==> src/rtl/iir_coef_loader.sv <==
// rtl/iir_coef_loader.sv - shadow/active coefficient bank and sample-rate enable for the biquad iir
module iir_coef_loader #(
    parameter int CW         = 32,
    parameter int SAMPLE_DIV = 80,
    parameter int CNT_W      = 7
) (
    input  logic          clk_fast,
    input  logic          rst_b,
    input  logic          wr_valid,
    output logic          wr_ready,
    input  logic [2:0]    wr_idx,
    input  logic [CW-1:0] wr_data,
    input  logic          commit,
    output logic          busy,
    output logic          commit_done,
    output logic          wr_err,
    output logic          sample_en,
    output logic [CW-1:0] b0,
    output logic [CW-1:0] b1,
    output logic [CW-1:0] b2,
    output logic [CW-1:0] a1,
    output logic [CW-1:0] a2
);

    localparam logic [CW-1:0]    COEF_ONE = CW'(32'h3F800000);
    localparam logic [CNT_W-1:0] CNT_MAX  = CNT_W'(SAMPLE_DIV - 1);

    typedef enum logic {
        IDLE,
        PENDING
    } state_t;

    state_t state;
    state_t state_nxt;

    logic [CNT_W-1:0] cnt;
    logic [CW-1:0]    sh_b0, sh_b1, sh_b2, sh_a1, sh_a2;
    logic             accept;
    logic             idx_ok;
    logic             apply;

    assign wr_ready = (state == IDLE);
    assign busy     = (state == PENDING);
    assign accept   = wr_valid & wr_ready;
    assign idx_ok   = (wr_idx <= 3'd4);
    // sample_en is the registered boundary pulse, so the copy lands on the same edge the filter advances
    assign apply    = busy & sample_en;

    always_ff @(posedge clk_fast or negedge rst_b) begin
        if (!rst_b) begin
            state <= IDLE;
        end else begin
            state <= state_nxt;
        end
    end

    always_comb begin
        state_nxt = state;
        case (state)
            IDLE:    if (commit)    state_nxt = PENDING;
            PENDING: if (sample_en) state_nxt = IDLE;
            default: state_nxt = IDLE;
        endcase
    end

    always_ff @(posedge clk_fast or negedge rst_b) begin
        if (!rst_b) begin
            cnt       <= '0;
            sample_en <= 1'b0;
        end else begin
            cnt       <= (cnt == CNT_MAX) ? '0 : cnt + 1'b1;
            sample_en <= (cnt == CNT_MAX);
        end
    end

    always_ff @(posedge clk_fast or negedge rst_b) begin
        if (!rst_b) begin
            sh_b0  <= COEF_ONE;
            sh_b1  <= '0;
            sh_b2  <= '0;
            sh_a1  <= '0;
            sh_a2  <= '0;
            wr_err <= 1'b0;
        end else begin
            wr_err <= accept & ~idx_ok;
            if (accept) begin
                case (wr_idx)
                    3'd0:    sh_b0 <= wr_data;
                    3'd1:    sh_b1 <= wr_data;
                    3'd2:    sh_b2 <= wr_data;
                    3'd3:    sh_a1 <= wr_data;
                    3'd4:    sh_a2 <= wr_data;
                    default: ;
                endcase
            end
        end
    end

    always_ff @(posedge clk_fast or negedge rst_b) begin
        if (!rst_b) begin
            b0          <= COEF_ONE;
            b1          <= '0;
            b2          <= '0;
            a1          <= '0;
            a2          <= '0;
            commit_done <= 1'b0;
        end else begin
            commit_done <= apply;
            if (apply) begin
                b0 <= sh_b0;
                b1 <= sh_b1;
                b2 <= sh_b2;
                a1 <= sh_a1;
                a2 <= sh_a2;
            end
        end
    end

endmodule

==> config.mk <==
export PLATFORM = sky130hd
export DESIGN_NAME = iir_coef_loader
export DESIGN_NICKNAME = d
export VERILOG_FILES = /design/src/rtl/iir_coef_loader.sv
export SDC_FILE = /design/constraint.sdc
export NUM_CORES = 1
export LEC_CHECK = 0
export ABC_AREA = 1
export CAP_MARGIN = 5
export CORE_MARGIN = 3
export CORE_UTILIZATION = 35
export CTS_CLUSTER_SIZE = 14
export DETAILED_ROUTE_END_ITERATION = 10
export PLACE_DENSITY = 0.6
export RECOVER_POWER = 100
export SYNTH_ARGS = -nofsm -noshare
export SYNTH_HDL_FRONTEND = slang
export SYNTH_SLANG_ARGS = --single-unit
==> constraint.sdc <==
create_clock -name clk_fast -period 3.7 [get_ports clk_fast]
set_input_delay 0.37 -clock clk_fast [delete_from_list [all_inputs] [get_ports clk_fast]]
set_output_delay 0.37 -clock clk_fast [all_outputs]
set_load 0.05 [all_outputs]
==> qor.yml, run 1 <==
status: "finished, violations left"
violations: "capacitance limit, slew limit"
first_pass_iters: 5
relSlewSlack_pct: -30.8
ys_warn_count: 0
hold_violations: 0
die-area_mm2: 0.0381
synth_top_area_share_pct: 63.3
finalCritPeriodShare_pct: 73.0
clkLatencyLatePin_ps: 510
cts-root-buf: "clkbuf_16"
ys_types: 19
finalSetupTns_ps: 0
power.density_mw_per_mm2: 465
drc: 0
drtAntennaViolNets: 0
worst_pin_slew_ps: 1960
cp_slowest_cell: "clkbuf_1"
slowest_delay_ps: 1220
critical_path_class: "register to register"
maxCapViolations: 3
hp-class: "input port to register"
start_util_pct: 35.9
avgRoutedWirePerCell_um: 17.0
grt_pass1_wl_um: 55800
ys_ff_latch: 331
cts-hold-fix-buffers: 1
grt-ovfl-total: 0
fmax_ghz: 0.370
drt-total-wl_um: 35000
synthesis.area_mm2: 0.0125
p_leak_nw: 9.09
fin_util_pct: 46.4
grt_max_degree: 116
avgSynthCellArea_um2: 9.03
cp.required_ps: 4140
finalMaxSlewViolations: 67
io_pins: 204
yosys.area.top_type: "dfrtp_1"
h-tree-depth: 2
cts_sinks: 331
finalCriticalPeriod_ps: 2700
seq_area_frac_synth_pct: 66.2
synth_fp_nets: 1427
dp_hpwl_um: 22200
setup_ws_ps: 999
worstSetupEndpointType: "register"
antenna_found_initial: 1
synthToLayoutAreaGrowth_pct: 29.2
arrival_ps: 3140
portBuffers: 203
multi_input_area_mm2: 0.00376
fillCellCount: 3416
rsz0062_at_grt: "no"
die-width_um: 195
synth_area_leaders: "dfrtp_1 (63%), nand2_1 (23%), dfstp_2 (2.9%), nand3_1 (2.7%), o21ai_1 (2.2%)"
skew_ps: 9.32
path_max_fanout: 33
syn_inst: 1387
cpMostUsedCell: "nand2_1"
setup_violations: 0
worstPathCellList: "inv_1 > nand2_1 > nor2_1 > buf_4 > nand2_1 > clkbuf_1 > nand2_1 > nand2_1"
cts_tree: "built"
numCtsBuffers: 38
cts_setup_buffers: 0
final_common_cell: "nand2_1"
layout.nets: 1620
avgViaCountPerCell: 4.69
path_clk_slew_ps: 60
start_kind: "register"
vdd_drop_max_mv: 0.231
holdWs_ps: 454
grt_pass1_vias: 9554
core_mm2: 0.0349
place.gp.congestion: 0.785
grt_use_total_pct: 18.2
layout.area.seq_mm2: 0.00830
drtIter0Drc: 613
clockBufferDepth: 3
post-place-ws_ps: 1290
drive_above_1_share_pct: 5.60
die_h_um: 195
cts_resized: 0
final_cell_mix: "nand2_1 (778), dfrtp_1 (317), dlygate4sd3_1 (166)"
rows: 68
num_vias: 9673
## power by group
part	total (mW)	switching [mW]	internal (mW)
Clock	3.60	1.45	2.15
Combinational	0.229	0.164	0.0648
Sequential	3.70	0.0260	3.67
## synth_stat cells (all sizes together)
cell type / number
nor3: 1
buf: 45
dfstp: 14
xor2: 2
nand2: 779
dfrtp: 317
o21ai: 66
a21oi: 2
nand3: 68
ha: 1
nor2: 21
clkbuf: 25
inv: 46
## area by class of cell
type | count | share of cell area, %
multi-input cells | 940 | 23.2
well taps | 455 | 3.52
repair buffers | 223 | 13.6
inverters | 46 | 1.08
clock inverters | 8 | 0.440
clock buffers | 59 | 6.92
diodes | 1 | 0.0155
flip-flops and latches | 331 | 51.3
## metrics by stage
step	area [µm²]	instances	power [mW]
2_1_floorplan	12500	1387	3.81
3_3_place_gp	15000	1993	4.00
3_5_place_dp	15000	1993	4.00
4_1_cts	16200	2061	7.65
5_1_grt	16200	2063	7.81
6_report	16200	2063	7.52
## flip-flops by register name, indices dropped and copies added (netlist names)
| signal | flops |
|---|---|
| sh_b0 | 32 |
| commit_done | 1 |
| sample_en | 1 |
| busy | 1 |
| sh_b1 | 32 |
| cnt | 7 |
| wr_err | 1 |
| sh_a1 | 32 |
| b0 | 32 |
| b1 | 32 |
| a2 | 32 |
| a1 | 32 |
| sh_b2 | 32 |
| b2 | 32 |
| sh_a2 | 32 |
## cells by family after synthesis
group | Yosys count | share of synthesized area [%]
AO/OA/AOI/OAI | 68 | 2.72
XOR/XNOR | 2 | 0.140
adder cells (fa/ha/maj) | 1 | 0.0998
buffers and inverters | 116 | 3.91
flip-flops | 331 | 66.2
AND/OR/NAND/NOR | 869 | 26.9
## worst max-delay path: cells and delay by family (launching register included)
kind / cells / cell delay (ps)
AND/OR/NAND/NOR: 5 / 520
flip-flops: 1 / 510
buffers and inverters: 3 / 1580
## worst paths after layout
| path | start | slack, ps | depth (start not counted) | endpoint |
|---|---|---|---|---|
| max in group asynchronous | rst_b | 1140 | 3 | b1[4] |
| min in group asynchronous | rst_b | 510 | 2 | a2[25] |
| worst max register to register | busy | 1000 | 8 | sh_b2[28] |
| worst max-delay path | busy | 1000 | 8 | sh_b2[28] |
| worst min register to register | cnt[0] | 460 | 1 | cnt[0] |
| worst min-delay path | commit | 450 | 3 | busy |
## per-layer routing
layer,wire length [µm],global-route usage (%),part of all wire [%]
met2,15400,27.4,44
met1,16900,27.2,48
met5,0,0,0
met4,775,5.10,2.2
met3,1860,3.30,5.3
Note: power is estimated with default switching activity, not from simulation.
==> run 2, diff against run 1 <==
--- a/config.mk
+++ b/config.mk
@@ -11,7 +11,7 @@
 export CORE_UTILIZATION = 35
 export CTS_CLUSTER_SIZE = 14
 export DETAILED_ROUTE_END_ITERATION = 10
-export PLACE_DENSITY = 0.6
+export PLACE_DENSITY = 0.62
 export RECOVER_POWER = 100
 export SYNTH_ARGS = -nofsm -noshare
 export SYNTH_HDL_FRONTEND = slang
==> constraint.sdc (replaced) <==
create_clock -name clk_fast -period 2.2 [get_ports clk_fast]
set_input_delay 0.22 -clock clk_fast [delete_from_list [all_inputs] [get_ports clk_fast]]
set_output_delay 0.22 -clock clk_fast [all_outputs]
set_load 0.05 [all_outputs]
==> qor.yml, run 2 (same netlist as run 1, synthesis figures left out) <==
status: "complete, no violations"
switching_share_pct: 21.0  # -0.82 points
grt_max_degree: 162  # +40%
maxCapViolations: 0  # -3
fin_area_mm2: 0.0163  # +0.76%
critPathTopFamily: "buffers and inverters"
layout.nets: 1622  # +0.12%
first_pass_iters: 5  # unchanged
hold_violations: 0  # unchanged
finalMaxSlewViolations: 0  # -100%
cts_tree: "built"
avgRoutedWirePerCell_um: 16.7  # -1.4%
hp-class: "input port to async pin"
switchingPower_mw: 2.72  # +66%
cp_num_buf_inv: 1  # -2
finalCritPeriodShare_pct: 94.5
avgViaCountPerCell: 4.67  # -0.38%
cts-root-buf: "clkbuf_16"
cts_setup_buffers: 0  # unchanged
placed_cells: 1998  # +0.25%
cp.required_ps: 1980  # -2160 ps
r2r_slack_ps: 230  # -770 ps
start_util_pct: 35.9  # unchanged
cts_sinks: 331  # unchanged
arrival_ps: 1860  # -1280 ps
power_frac_clock_pct: 49.2  # +1.4 points
final_cell_mix: "nand2_1 (778), dfrtp_1 (317), dlygate4sd3_1 (156)"
drive_above_1_share_pct: 5.72  # +0.12 points
placed_area_mm2: 0.0152  # +0.88%
cp.depth: 1  # -7
skew_ps: 25.3  # +16.0 ps
dp_hpwl_um: 22400  # +1.0%
reg2reg_to: "sh_b2[12]"
drt-total-wl_um: 34500  # -1.3%
p_int_mw: 10.3  # +74%
critPathCapture: "b0[28]"
holdWs_ps: 256  # -198 ps
portBuffers: 203  # unchanged
rr_startpoint: "busy"
clockBufferDepth: 3  # unchanged
path_max_fanout: 2  # -94%
drc: 0  # unchanged
worst_pin_slew_ps: 1270  # -689 ps
slowest_delay_ps: 810  # -410 ps
h-tree-depth: 2  # unchanged
drtIter0Drc: 763  # +24%
fmax_ghz: 0.481
vdd_drop_max_mv: 0.454  # +97%
drtAntennaViolNets: 0  # unchanged
start_kind: "register"
rsz0062_at_grt: "no"
core_mm2: 0.0349  # unchanged
grt_pass1_vias: 9642  # +0.92%
setup_violations: 0  # unchanged
grt_use_total_pct: 18.1  # -0.14 points
relSlewSlack_pct: 15.1  # +46 points
die-width_um: 195  # unchanged
seqPwrFrac_pct: 47.9  # -1.2 points
fillCellCount: 3325  # -2.7%
grt-ovfl-total: 0  # unchanged
final_common_cell: "nand2_1"
finalPower_mw: 13.0  # +72%
power.density_mw_per_mm2: 795  # +71%
path_clk_slew_ps: 60  # about the same
io_pins: 204  # unchanged
pwr-share-comb_pct: 2.9  # about the same
numCtsBuffers: 36  # -5.3%
grt_pass1_wl_um: 55500  # -0.61%
finalSetupTns_ps: 0  # unchanged
place.gp.congestion: 0.802  # +2.2%
ff2ff_path_depth: 7  # -1
antenna_found_initial: 1  # unchanged
critical_path_class: "register to output port"
cp_slowest_cell: "clkdlybuf4s50_1"
worstPathCellList: "clkdlybuf4s50_1"
clkLatencyLatePin_ps: 520  # about the same
die-area_mm2: 0.0381  # unchanged
num_vias: 9641  # -0.33%
die_h_um: 195  # unchanged
synthToLayoutAreaGrowth_pct: 30.2
instances_no_fill: 2064  # +0.048%
worstSetupEndpointType: "output port"
rows: 68  # unchanged
critPathLaunch: "b0[28]"
finalCriticalPeriod_ps: 2080
p_leak_nw: 9.12  # +0.36%
==> run 2: changes by cell type in the layout (fill, tap and decap cells not counted), moves of 3 or more <==
cell             change
bufinv_16            +5
dfstp_2              -4
dfstp_1              +4
clkinv_2             -3
clkbuf_1             -5
clkdlybuf4s50_1      +7
dlygate4sd3_1       -10
clkbuf_4             +3
==> run 2: metal layers <==
layer	share of wire [%]	GRT usage [%]
met1	48	26.9
met2	45	27.9
met3	4.4	2.81
met4	1.8	4.44
met5	0	0
==> run 2: final cells by class <==
cell class,instances,area (µm²),share of cell area (%)
timing repair buffer,227,2250,13.8
inverter,46,173,1.06
sequential,331,8300,50.9
clock inverter,11,216,1.33
clock buffer,53,1040,6.35
antenna,1,2.50,0.0153
tap,455,569,3.49
multi-input combinational,940,3760,23.1
==> run 2: repair_timing <==
action                                  in CTS  in global routing
resized for setup                            2                  0
hold buffers                                 1                  0
endpoints found under the setup margin       2                  0
endpoints found under the hold margin       45                  0
==> run 2: power groups by stage <==
stage	Sequential [mW]	Clock, mW	Combinational (mW)
floorplan	6.31	0	0.0972
global placement	6.32	0	0.404
detailed placement	6.33	0	0.412
CTS	6.22	6.54	0.415
global route	6.22	6.79	0.434
finish	6.22	6.38	0.382
==> run 2: how the worst min path moves through the flow <==
stage	startpoint	endpoint	slack [ps]	cells past startpoint
floorplan	rst_b	a1[0]	-80	0
CTS	rst_b	sh_b2[25]	280	2
global route	rst_b	a2[27]	290	2
global placement	rst_b	a2[23]	220	1
finish	rst_b	sh_b2[25]	260	2
detailed placement	rst_b	a2[23]	230	1
==> run 2: metrics by stage <==
step / utilization [%] / setup WS, ps
finish: 46.8 / 120
global route: 46.8 / 56.9
CTS: 47.1 / 101
detailed placement: 43.5 / 355
global placement: 43.5 / 376
floorplan: - / 456
==> run 3, diff against run 2 <==
--- a/config.mk
+++ b/config.mk
@@ -7,7 +7,7 @@
 export LEC_CHECK = 0
 export ABC_AREA = 1
 export CAP_MARGIN = 5
-export CORE_MARGIN = 3
+export CORE_MARGIN = 1
 export CORE_UTILIZATION = 35
 export CTS_CLUSTER_SIZE = 14
 export DETAILED_ROUTE_END_ITERATION = 10
==> qor.yml, run 3 (same netlist as run 1, synthesis figures left out) <==
antenna_cells: 0  # -1
hp-class: "input port to async pin"
final_common_cell: "nand2_1"
reg2reg_to: "a1[1]"
grt_pass1_vias: 9580  # -0.64%
worst_pin_slew_ps: 1200  # -69.5 ps
multi_input_area_mm2: 0.00376  # -0.13%
ff2ff_path_depth: 5  # -2
drive_above_1_share_pct: 5.67  # -0.052 points
power_frac_clock_pct: 47.5  # -1.7 points
finalCriticalPeriod_ps: 2110  # +25.1 ps
core_mm2: 0.0349  # unchanged
cp.required_ps: 1980  # about the same
dp_hpwl_um: 21700  # -3.1%
place.gp.congestion: 0.806  # +0.55%
worstPathCellList: "clkdlybuf4s50_1"
h-tree-depth: 2  # unchanged
p_int_mw: 9.87  # -3.8%
seqPwrFrac_pct: 49.4  # +1.5 points
finalSetupTns_ps: 0  # unchanged
cts_tree: "built"
grt_use_total_pct: 19.1  # +1.0 points
cp_num_buf_inv: 1  # unchanged
layout.area.seq_mm2: 0.00830  # unchanged
hold_violations: 0  # unchanged
drtAntennaViolNets: 0  # unchanged
num_vias: 9639  # -0.021%
power.density_mw_per_mm2: 778  # -2.2%
relSlewSlack_pct: 19.7  # +4.6 points
drc: 0  # unchanged
critical_path_class: "register to output port"
pwr-share-comb_pct: 3.1  # +0.2 points
die-width_um: 191  # -2.0%
worstSetupEndpointType: "output port"
antenna_found_initial: 0  # -1
arrival_ps: 1890  # +30 ps
fillCellCount: 3395  # +2.1%
path_max_fanout: 2  # unchanged
finalMaxSlewViolations: 0  # unchanged
numCtsBuffers: 36  # unchanged
portBuffers: 203  # unchanged
grt_pass1_wl_um: 54400  # -1.8%
cts_setup_buffers: 0  # unchanged
rr_startpoint: "busy"
maxCapViolations: 0  # unchanged
final_cell_mix: "nand2_1 (777), dfrtp_1 (317), dlygate4sd3_1 (156)"
vdd_drop_max_mv: 0.452  # -0.44%
cts-root-buf: "clkbuf_16"
rsz0062_at_grt: "no"
finalCritPeriodShare_pct: 95.7  # +1.1 points
start_kind: "register"
avgRoutedWirePerCell_um: 16.5  # -1.3%
grt-ovfl-total: 0  # unchanged
slowest_delay_ps: 820  # about the same
die_h_um: 191  # -2.0%
first_pass_iters: 5  # unchanged
io_pins: 204  # unchanged
grt_max_degree: 124  # -23%
fmax_ghz: 0.475  # -1.2%
switching_share_pct: 21.5  # +0.58 points
cp_slowest_cell: "clkdlybuf4s50_1"
avgViaCountPerCell: 4.68  # +0.17%
r2r_slack_ps: 240  # about the same
cts_sinks: 331  # unchanged
path_clk_slew_ps: 60  # about the same
clkLatencyLatePin_ps: 510  # about the same
fin_util_pct: 46.4  # -0.42 points
drt-total-wl_um: 34000  # -1.5%
switchingPower_mw: 2.71  # -0.40%
synthToLayoutAreaGrowth_pct: 29.0
rows: 68  # unchanged
clockBufferDepth: 3  # unchanged
setup_violations: 0  # unchanged
skew_ps: 17.8  # -7.52 ps
critPathTopFamily: "buffers and inverters"
start_util_pct: 35.9  # unchanged
drtIter0Drc: 561  # -26%
status: "complete, no violations"
p_leak_nw: 9.05  # -0.76%
die-area_mm2: 0.0366  # -4.1%
layout.nets: 1621  # -0.062%
run 3: changes by cell type in the layout (fill, tap and decap cells not counted), moves of 2 or more:
| cell | before | now |
|---|---|---|
| buf_12 | 5 | 1 |
| bufinv_16 | 6 | 2 |
| buf_4 | 5 | 8 |
| clkbuf_2 | 5 | 2 |
| clkbuf_8 | 6 | 9 |
| clkinv_2 | 2 | 4 |
| inv_1 | 44 | 42 |
| o21ai_0 | 62 | 64 |
| o21ai_1 | 4 | 2 |
run 3: layout make-up:
cell class,count,area share (%)
clock buffer,53,6.59
multi-input combinational,940,23.3
tap,455,3.52
sequential,331,51.3
clock inverter,9,0.658
inverter,46,1.08
timing repair buffer,226,13.6
run 3: power groups by stage:
stage	clock [mW]	combinational, mW	sequential [mW]
2_1_floorplan	0	0.0972	6.31
5_1_grt	6.39	0.440	6.22
3_5_place_dp	0	0.421	6.33
3_3_place_gp	0	0.414	6.32
6_report	5.98	0.386	6.22
4_1_cts	6.14	0.424	6.22
run 3: metal layers:
layer	vias to the layer above	part of all wire, %	wire [µm]	track usage (%)
met2	236	45	15400	29.4
met1	4711	48	16400	28.1
met5	-	0	0	0
li1	4643	-	-	-
met4	0	1.9	640	4.61
met3	49	4.6	1570	2.81
run 3: worst max-delay path by stage:
stage | from | endpoint | cells after the start
2_1_floorplan | busy | sh_b1[0] | 7
3_3_place_gp | busy | b1[16] | 5
3_5_place_dp | wr_idx[1] | sh_a2[15] | 5
4_1_cts | b0[26] | b0[26] | 1
5_1_grt | b0[26] | b0[26] | 1
6_report | b0[26] | b0[26] | 1
run 3: through the flow:
stage / hold WS [ps] / worst slack [ps] / std cells / power, mW / cell area (µm²)
global placement: 203 / 344 / 1997 / 6.74 / 15100
CTS: 261 / 86.3 / 2060 / 12.8 / 16300
floorplan: -75.6 / 456 / 1387 / 6.41 / 12500
finish: 226 / 94.9 / 2060 / 12.6 / 16200
global route: 278 / 53.2 / 2060 / 13.1 / 16200
detailed placement: 200 / 318 / 1997 / 6.75 / 15100
run 3: what timing repair did:
item | in CTS | in global routing
resized for setup | 2 | 0
setup endpoints to repair | 2 | 0
hold buffers | 1 | 0
endpoints found under the hold margin | 51 | 0
run 3: worst register-to-register path, delay by kind of cell (launching register included):
family                 cells  cell delay (ps)
buffers and inverters      2              620
and+or+nand+nor            3              680
DFF                        1              590
==> RTL edit: new RTL, config.mk and constraints of run 3 <==
Set the parameter `CNT_W` to 14 (it was 7).
--- a/src/rtl/iir_coef_loader.sv
+++ b/src/rtl/iir_coef_loader.sv
@@ -2,7 +2,7 @@
 module iir_coef_loader #(
     parameter int CW         = 32,
     parameter int SAMPLE_DIV = 80,
-    parameter int CNT_W      = 7
+    parameter int CNT_W      = 14
 ) (
     input  logic          clk_fast,
     input  logic          rst_b,
Formal check against the unedited RTL: same outputs for any inputs over 10 cycles, from zero or initial values and one cycle with rst_b low; that may be too few to reach the edited logic, so the function may still have changed.
==> RTL edit against run 3 <==
  * Total power increased by 5.3%
  * Wire length decreased by 7.9%
  * Combinational power decreased by 9.3%
  * Non-clock buffer count increased by 3
  * Synthesized cell count decreased by 3.4%
  * Sequential share of layout area increased by 0.32 points
  * Sequential cell count increased by 7
  * Critical path depth unchanged
  * Synthesized area increased by 0.59%
  * First-iteration DRC count decreased by 14%
  * Final cell count decreased by 1.3%
  * Worst setup slack got worse by 0.017 ns
  * Global-route usage decreased by 1.4 points
  * Final area increased by 1.5%
  * Largest power group is now clock
==> RTL edit: results (changes against run 3) <==
Slew headroom=20.5% (+0.78 points); fin cells=2034 (-1.3%); Synth top cells by count=nand2_1, dfrtp_1, o21ai_0; share of layout cells above drive strength 1=6.61% (+0.94 points); synth top area cells=dfrtp_1, nand2_1, o21ai_0; TritonRoute pass-1 iters=4 (-1); status=finished clean; XOR/XNOR Fraction of Synth Area=0.417% (+0.28 points); Signal buf overhead=13.4% (-0.14 points); met2 wire len=14600 um (-5.2%); clk tree area frac=7.97% (+0.72 points); GR Layer Usage met3=3.65% (+0.85 points); GR Layer Usage met2=28.4% (-1.0 points); sequential cell area share=51.7% (+0.32 points); first-pass GRT wire length=51200 um (-5.9%); compound-gate portion of the synthesized area=6.39% (+3.7 points); Met1 Routed Length=14400 um (-12%); Leakage=0.00881 uW (-2.7%); GR Util met1=24.3% (-3.9 points); via count=9451 (-2.0%); clock skew=0.0111 ns (-0.00666 ns); metal3 WL=1670 um (+6.5%); Net Count, Synth=1381 (-3.2%); post-synthesis adder-cell area fraction=0.199% (+0.099 points); nets=1585 (-2.2%); DP HPWL=20300 um (-6.5%); placed cell area=15200 um2 (+0.74%); multi-input logic area=3630 um2 (-3.5%); Wirelength per Cell=15.4 um (-6.8%); Logic inverters=56 (+22%); fillers=3398 (+0.088%); 1st-iter DRT viols=480 (-14%)
[RTL edit: kinds of logic (layout without fill, tap and decap cells)]
group | count (synthesis) | in the layout
simple gates | 713 | 713
flops | 338 | 338
compound gates | 161 | 161
buf+inv | 120 | 353
xor+xnor | 6 | 6
fa+ha+maj | 2 | 2
[RTL edit: report_power, final]
group	total, uW	switching (uW)	internal [uW]	leakage [uW]
combinational	350	238	112	0.00354
clock	6510	2480	4020	0.000648
sequential	6390	57.5	6330	0.00462
[RTL edit: path summary, 6_finish.rpt]
check                               from  endpoint  slack (ns)  cells past startpoint
worst max-delay path              b0[24]    b0[24]        0.08                      1
worst min-delay path               rst_b    b0[18]        0.23                      2
max in group asynchronous          rst_b    a2[26]        0.44                      3
worst max register to register      busy    b1[21]        0.26                      5
min in group clk_fast             commit      busy        0.28                      3
worst min register to register  sh_b0[4]     b0[4]        0.46                      2
[RTL edit: what timing repair did]
item                      CTS  global route
resized for setup           0             0
hold buffers                1             0
hold endpoints to repair   49             0
